==> src/rtl/decoder_3x8.sv <==
// decoder_3x8: registered 3-to-8 one-hot decoder, selectable output polarity; DECODER_3X8_VALID_EN adds a valid flag
module decoder_3x8 #(
  parameter bit OUT_ACTIVE_LOW = 1'b0
) (
  input  logic       clk,
  input  logic       rst_n,
  output logic [7:0] y,
  input  logic       enable,
  input  logic       s2,
  input  logic       s1,
  input  logic       s0
`ifdef DECODER_3X8_VALID_EN
  ,
  output logic       valid
`endif
);
  localparam logic [7:0] inact = OUT_ACTIVE_LOW ? 8'hff : 8'h00;
  logic [7:0] y_nxt;
  always_comb y_nxt = enable ? inact ^ (8'h01 << {s2, s1, s0}) : inact;
  always_ff @(posedge clk) y <= rst_n ? y_nxt : inact;
`ifdef DECODER_3X8_VALID_EN
  always_ff @(posedge clk) valid <= rst_n && enable;
`endif
endmodule

==> config.mk <==
export PLATFORM = sky130hd
export DESIGN_NAME = decoder_3x8
export DESIGN_NICKNAME = d
export VERILOG_FILES = /design/src/rtl/decoder_3x8.sv
export SDC_FILE = /design/constraint.sdc
export NUM_CORES = 1
export LEC_CHECK = 0
export ABC_AREA = 0
export BUFFER_PORTS_ARGS = -buffer_cell sky130_fd_sc_hd__buf_2
export CAP_MARGIN = 20
export CORE_AREA = 5 5 42 44
export DETAILED_ROUTE_END_ITERATION = 6
export DIE_AREA = 0 0 47 49
export GPL_TIMING_DRIVEN = 0
export PLACE_DENSITY = 0.49
export SYNTH_ARGS = -nofsm -noshare
export SYNTH_HDL_FRONTEND = slang
export SYNTH_SLANG_ARGS = --single-unit
==> constraint.sdc <==
create_clock -name clk -period 0.8 [get_ports clk]
set_input_delay 0 -clock clk [delete_from_list [all_inputs] [get_ports clk]]
set_output_delay 0 -clock clk [all_outputs]
set_load 0.1 [all_outputs]
==> results of run 1 <==
-- kinds of logic after synthesis --
group,Yosys count,share of synthesized area
flops,8,0.643
simple gates,13,0.357
-- through the flow --
stage          std cells  hold slack [ns]  setup WS (ns)
2_1_floorplan         21           0.0616          0.174
4_1_cts               55           0.0353        0.00625
5_1_grt               54           0.0488       -0.00328
3_3_place_gp          50            0.232         0.0956
3_5_place_dp          50            0.230         0.0946
6_report              54           0.0377         0.0218
-- cell usage in the layout (no fill, tap or decap) --
cell type | Yosys | layout
dfxtp_2 | 0 | 8
nor2_1 | 6 | 6
buf_6 | 0 | 4
buf_8 | 0 | 4
clkbuf_4 | 0 | 3
buf_2 | 0 | 3
nand2b_1 | 2 | 2
nor3_2 | 2 | 2
dlygate4sd3_1 | 0 | 2
nand3b_4 | 1 | 1
nand3_2 | 1 | 1
nand2_1 | 1 | 1
buf_4 | 0 | 1
-- worst max path at each step --
stage | startpoint | to | slack, ns | depth (start not counted)
2_1_floorplan | y[0]$_SDFF_PP0_ | y[0] | 0.17 | 0
3_3_place_gp | y[2]$_SDFF_PP0_ | y[2] | 0.1 | 1
3_5_place_dp | y[4]$_SDFF_PN0_ | y[4] | 0.09 | 1
4_1_cts | y[4]$_SDFF_PN0_ | y[4] | 0.006 | 1
5_1_grt | s0 | y[6]$_SDFF_PN0_ | -0.003 | 4
6_report | y[1]$_SDFF_PP0_ | y[1] | 0.02 | 1
-- power by group through the flow --
stage	clock, mW	sequential [mW]	combinational [mW]
after CTS	0.311	0.410	0.117
after detailed placement	0	0.416	0.101
after global placement	0	0.416	0.101
final	0.298	0.410	0.118
after floorplan	0	0.466	0.0189
after global routing	0.323	0.411	0.126
-- area by class of cell --
type | count | area [µm²]
clock buffers | 3 | 22.5
fillers | 153 | 952
multi-input cells | 13 | 88.8
flip-flops and latches | 8 | 170
well taps | 16 | 20.0
repair buffers | 14 | 148
-- routing by layer --
metal,part of all wire,up-vias
met1,0.43,81
met4,0,0
met5,0,-
met3,0.14,0
li1,-,102
met2,0.43,10
-- timing repair --
action	4_1_cts	5_1_grt
hold buffers	2	0
endpoints found under the setup margin	8	7
resized for setup	16	5
buffers inserted	0	0
hold endpoints to repair	2	0
pin swaps	0	1
==> metrics, run 1 <==
met1 usage 0.0642; first-pass GRT wire length approximately 850 µm; vias in the first global route about 220; fin util 0.321; Area contributors post-synth dfxtp_1, nor2_1, nand3b_4, nor3_2, nand2b_1; Sw Share 0.251; CTS tree done; Cell variety after synth 7; Sequential Power Share 0.496; Hold Path Class in2reg; Clock Pin Slew Worst Setup and Hold Paths about 0.050 ns; nets 46; Placed Area between 300 and 400 µm²; Initial DRC Count 3; largest net degree at the start of global routing 6; min-delay src rst_n; die area about 2300 µm²; Hold Path Depth 3; Num CTS Buffers 3; largest registers y x8; Post-synth EDFFs 0; vias ~190; RSZ-0062 raised after global routing yes; Worst Tran Pin Value 0.210 ns; design area ~450 µm²; GP Congestion 0.661; maximum clock path buffer count 2; P_sw just over 0.2 mW; internal power 0.619 mW; post-route ant nets 0; Initial Utilization 0.178; Total Power between 0.8 and 0.9 mW; Area Growth Syn to Fin 80.4%; Leak roughly 0.2 nW; Total Wirelength around 470 µm; row count 14; share of cells above drive strength 1 0.711; total gr overflow 0; Fmax about 1300 MHz; Syn Area/Cell about 12 µm²; Post-synth top flop dfxtp_1; Peak VDD IR between 0.5 and 0.6 mV; final setup fails 0; Root Buffer clkbuf_4; sequential fraction of the synthesis area 0.643; core region area around 1400 µm²; Synth async-reset ratio 0; Synthesized Nets 27; detailed-placement wirelength estimate around 380 µm; Largest stage delay, worst path roughly 0.32 ns; clock tree sinks 8; synth warn 0; cell taking the most area after synthesis dfxtp_1; Critical-path top delay cell dfxtp_2; Largest Register y; Die X 47 µm; setup TNS 0 ns; relative slew slack 0.859; top-count cell post-synth dfxtp_1; Via-to-Cell Ratio between 3 and 4; GR Layer Usage met3 0.0332; Die Ht 49 µm; Avg WL per Cell between 8 and 9 µm; CP arrival 0.78 ns; antenna violations before repair 0; leading cell types by count after synthesis dfxtp_1, nor2_1, nand2b_1, nor3_2; Synth top area share 0.643; GRT Max-Usage Layer met2; Mapped Cells 21; pwr dens between 1500 and 2000 nW/µm²; Largest register FFs 8; 1st-pass router iterations 2; Worst Path Class, Setup reg2out; met2 GRT Util 0.0656; WHS Endpoint y[0]$_SDFF_PP0_; Period minus WS final just under 0.8 ns; Cell Area, Synth ~250 µm²; run status completed; CP Capture Type output port; Worst Path Required approximately 0.8 ns; DRC viols 0; critical path peak fanout 1; Tot GR Track Use 0.0536; Setup crit start kind flop; Clk pwr share 0.361; maxcap violations 0; H-tree depth 1; Seq cells post-synth 8; IO Pins 14; final hold violations 0; Crit path buffers/inverters 1; combinational share of power 0.143; delay-heaviest family, CP flip-flops; port bufs 13; CP Cell Sequence buf_6; max-slew violations 0; fin crit share 0.973; n_diodes 0
(Power assumes the default switching activity.)
==> run 2, diff against run 1 <==
Settings changed: CORE_AREA 5 5 42 44 to 2 2 39 41, DIE_AREA 0 0 47 49 to 0 0 41 43.
==> metrics, run 2 (synthesis gave the netlist of run 1 again) <==
worst hold margin between 0.04 and 0.05 ns; Largest stage delay, worst path between 0.3 and 0.4 ns; largest registers y x8; maxcap violations 0; FF/Latch Area between 150 and 200 µm²; CTS tree done; fin util 0.330; Hold Path Class in2reg; Hold Path Depth 3; internal power 0.619 mW; Layout fillers between 150 and 200; fin crit share 0.968; largest net degree at the start of global routing 6; Num CTS Buffers 3; Area Growth Syn to Fin 83.4%; share of cells above drive strength 1 0.718; Root Buffer clkbuf_4; min-delay src rst_n; pwr dens ~1800 nW/µm²; Sw Share 0.237; H-tree depth 1; DRC viols 0; Largest Register y; Critical-path top delay cell dfxtp_2; Setup crit start kind flop; Worst Tran Pin Value 0.202 ns; Worst Path Class, Setup reg2out; maximum clock path buffer count 2; WHS Endpoint y[0]$_SDFF_PP0_; Clk pwr share 0.347; Worst Path Required 0.80 ns; Total Power a little over 0.8 mW; Worst Setup Slack, final between 0.02 and 0.03 ns; Initial DRC Count 1; Avg WL per Cell roughly 7 µm; combinational share of power 0.146; 1st-pass router iterations 4; Via-to-Cell Ratio between 3 and 4; Crit path buffers/inverters 1; Largest register FFs 8; design area about 460 µm²; Period minus WS final 0.774 ns; area of the multi-input gates approximately 89 µm²; n_diodes 0; delay-heaviest family, CP flip-flops; vias in the first global route approximately 170; final hold violations 0; run status completed; Sequential Power Share 0.507; final setup fails 0; GP Congestion 0.646; Initial Utilization 0.180; Cells after DPL 50; Clock Pin Slew Worst Setup and Hold Paths around 0.05 ns; port bufs 13; Die Ht 43 µm; post-route ant nets 0; Fmax 1290 MHz; CP Capture Type output port; antenna violations before repair 0; die area between 1500 and 2000 µm²; critical path peak fanout 1; post-CTS setup buffers 0; row count 14; nets 47; P_sw between 0.15 and 0.2 mW; Leak 0.201 nW; RSZ-0062 raised after global routing no; Die X between 40 and 50 µm; non-filler cells, final between 50 and 60; clock tree sinks 8; CP Cell Sequence buf_6; Peak VDD IR 0.467 mV; dpl ws roughly 0.095 ns; Placed Area approximately 340 µm²; total gr overflow 0; Tot GR Track Use 0.0614; max-slew violations 0; vias between 200 and 250; CP arrival a little under 0.8 ns; setup TNS 0 ns; commonest non-fill, non-tap cells in the layout dfxtp_2, nor2_1, buf_2; first-pass GRT wire length around 630 µm; Total Wirelength around 390 µm; commonest non-fill, non-tap cell in the layout dfxtp_2; detailed-placement wirelength estimate between 300 and 400 µm; core region area approximately 1400 µm²; relative slew slack 0.866; IO Pins 14
==> run 2: how the worst max path moves through the flow <==
stage	slack [ns]	from	cells past startpoint	to
2_1_floorplan	0.17	y[0]$_SDFF_PP0_	0	y[0]
3_3_place_gp	0.1	y[0]$_SDFF_PP0_	1	y[0]
3_5_place_dp	0.09	y[7]$_SDFF_PN0_	1	y[7]
4_1_cts	0.01	y[3]$_SDFF_PP0_	1	y[3]
5_1_grt	0.002	y[5]$_SDFF_PN0_	1	y[5]
6_report	0.03	y[7]$_SDFF_PN0_	1	y[7]
==> run 2: area by class of cell <==
cell class	count	share of cell area
Tap cell	16	0.0438
Sequential cell	8	0.373
Multi-Input combinational cell	13	0.195
Timing Repair Buffer	15	0.340
Clock buffer	3	0.0493
==> run 2: repair_timing <==
item / 4_1_cts / 5_1_grt
hold endpoints to repair: 2 / 0
endpoints found under the setup margin: 8 / 4
gates cloned: 0 / 0
hold buffers: 2 / 0
gates resized for setup: 16 / 5
==> run 2: layer usage <==
metal,up-vias,global-route usage,share of wire
li1,106,-,-
met1,93,0.0647,0.36
met4,0,0.100,0
met5,-,0,0
met3,0,0.0314,0.078
met2,9,0.0625,0.56
==> run 2: power by group through the flow <==
stage / logic (mW) / clock network, mW / registers [mW]
CTS: 0.116 / 0.296 / 0.410
global route: 0.126 / 0.327 / 0.411
floorplan: 0.0189 / 0 / 0.466
finish: 0.119 / 0.282 / 0.411
detailed placement: 0.100 / 0 / 0.416
global placement: 0.100 / 0 / 0.416
==> run 3, diff against run 2 <==
Settings changed: PLACE_DENSITY 0.49 to not set, PLACE_DENSITY_LB_ADDON set to 0.3.
==> metrics, run 3 (synthesis gave the netlist of run 1 again) <==
Root Buffer clkbuf_4; IO Pins 14; post-CTS setup buffers 0; fin crit share 0.958; RSZ-0062 raised after global routing no; detailed-placement wirelength estimate ~330 µm; Clock Pin Slew Worst Setup and Hold Paths 0.05 ns; post-route ant nets 0; core region area roughly 1400 µm²; delay-heaviest family, CP flip-flops; Initial Utilization 0.180; Largest Register y; Setup crit start kind flop; max-slew violations 0; Period minus WS final ~0.77 ns; Area Growth Syn to Fin 87.4%; vias 200; 1st-pass router iterations 1; Total Wirelength a little over 400 µm; Initial DRC Count 0; share of cells above drive strength 1 0.718; die area between 1500 and 2000 µm²; Crit path buffers/inverters 1; nets 47; Worst Path Required about 0.8 ns; Avg WL per Cell 7.53 µm; Cells after DPL 50; non-filler cells, final 55; vias in the first global route about 150; final setup fails 0; DRC viols 0; GP Congestion approximately 0.6; Num CTS Buffers 3; port bufs 13; CP Capture Type output port; run status completed; Die X ~40 µm; final hold violations 0; Via-to-Cell Ratio 3.64; Largest register FFs 8; Largest stage delay, worst path approximately 0.33 ns; worst hold margin ~0.045 ns; relative slew slack 0.924; Worst Tran Pin Value between 0.1 and 0.15 ns; Worst Path Class, Setup reg2out; maxcap violations 0; clock tree sinks 8; largest net degree at the start of global routing 6; row count 14; antenna violations before repair 0; first-pass GRT wire length around 560 µm; Fmax around 1300 MHz; CP arrival about 0.77 ns; total gr overflow 0; Die Ht ~43 µm; Leak about 0.20 nW; maximum clock path buffer count 2; pwr dens 1770 nW/µm²; commonest non-fill, non-tap cells in the layout buf_8, dfxtp_2, nor2_1; CTS tree done; Tot GR Track Use 0.0584; Critical-path top delay cell dfxtp_2; n_diodes 0; H-tree depth 1; critical path peak fanout 1; largest registers y x8; setup TNS 0 ns; Hold Path Class in2reg; CP Cell Sequence buf_8; Peak VDD IR ~0.47 mV
-- run 3: routing by layer --
metal	vias up	part of all wire	wire length (µm)	GRT usage
met3	0	0.080	33	0.0471
li1	104	-	-	-
met1	87	0.39	163	0.0485
met4	0	0	0	0.100
met2	9	0.53	218	0.0594
met5	-	0	0	0
-- run 3: repair_timing --
action,in CTS,in global routing
hold endpoints to repair,2,0
hold buffers,2,0
setup endpoints to repair,8,8
resized for setup,16,8
-- run 3: area by class of cell --
class                      instances  area [µm²]
timing repair buffer              15         165
tap                               16        20.0
fill                             153         917
multi-input combinational         13        88.8
sequential                         8         170
clock buffer                       3        22.5
-- run 3: power by group --
group | total (mW) | switching [mW] | leakage [nW] | internal, mW
combinational | 0.121 | 0.0772 | 0.121 | 0.0435
clock | 0.294 | 0.123 | 0.0138 | 0.171
sequential | 0.411 | 0.00398 | 0.0687 | 0.407
-- run 3: path summary, 6_finish.rpt --
check,startpoint,endpoint,cells past startpoint
worst max-delay path,y[7]$_SDFF_PN0_,y[7],1
worst min-delay path,rst_n,y[0]$_SDFF_PP0_,3
-- run 3: per-stage QoR --
stage / setup slack [ns] / power, mW / cell area (µm²) / util
after floorplan: 0.174 / 0.485 / 259 / -
after global placement: 0.101 / 0.516 / 344 / 0.249
after detailed placement: 0.0950 / 0.517 / 344 / 0.249
after CTS: 0.00836 / 0.829 / 437 / 0.316
after global routing: 0.00295 / 0.867 / 467 / 0.337
final: 0.0337 / 0.826 / 467 / 0.337
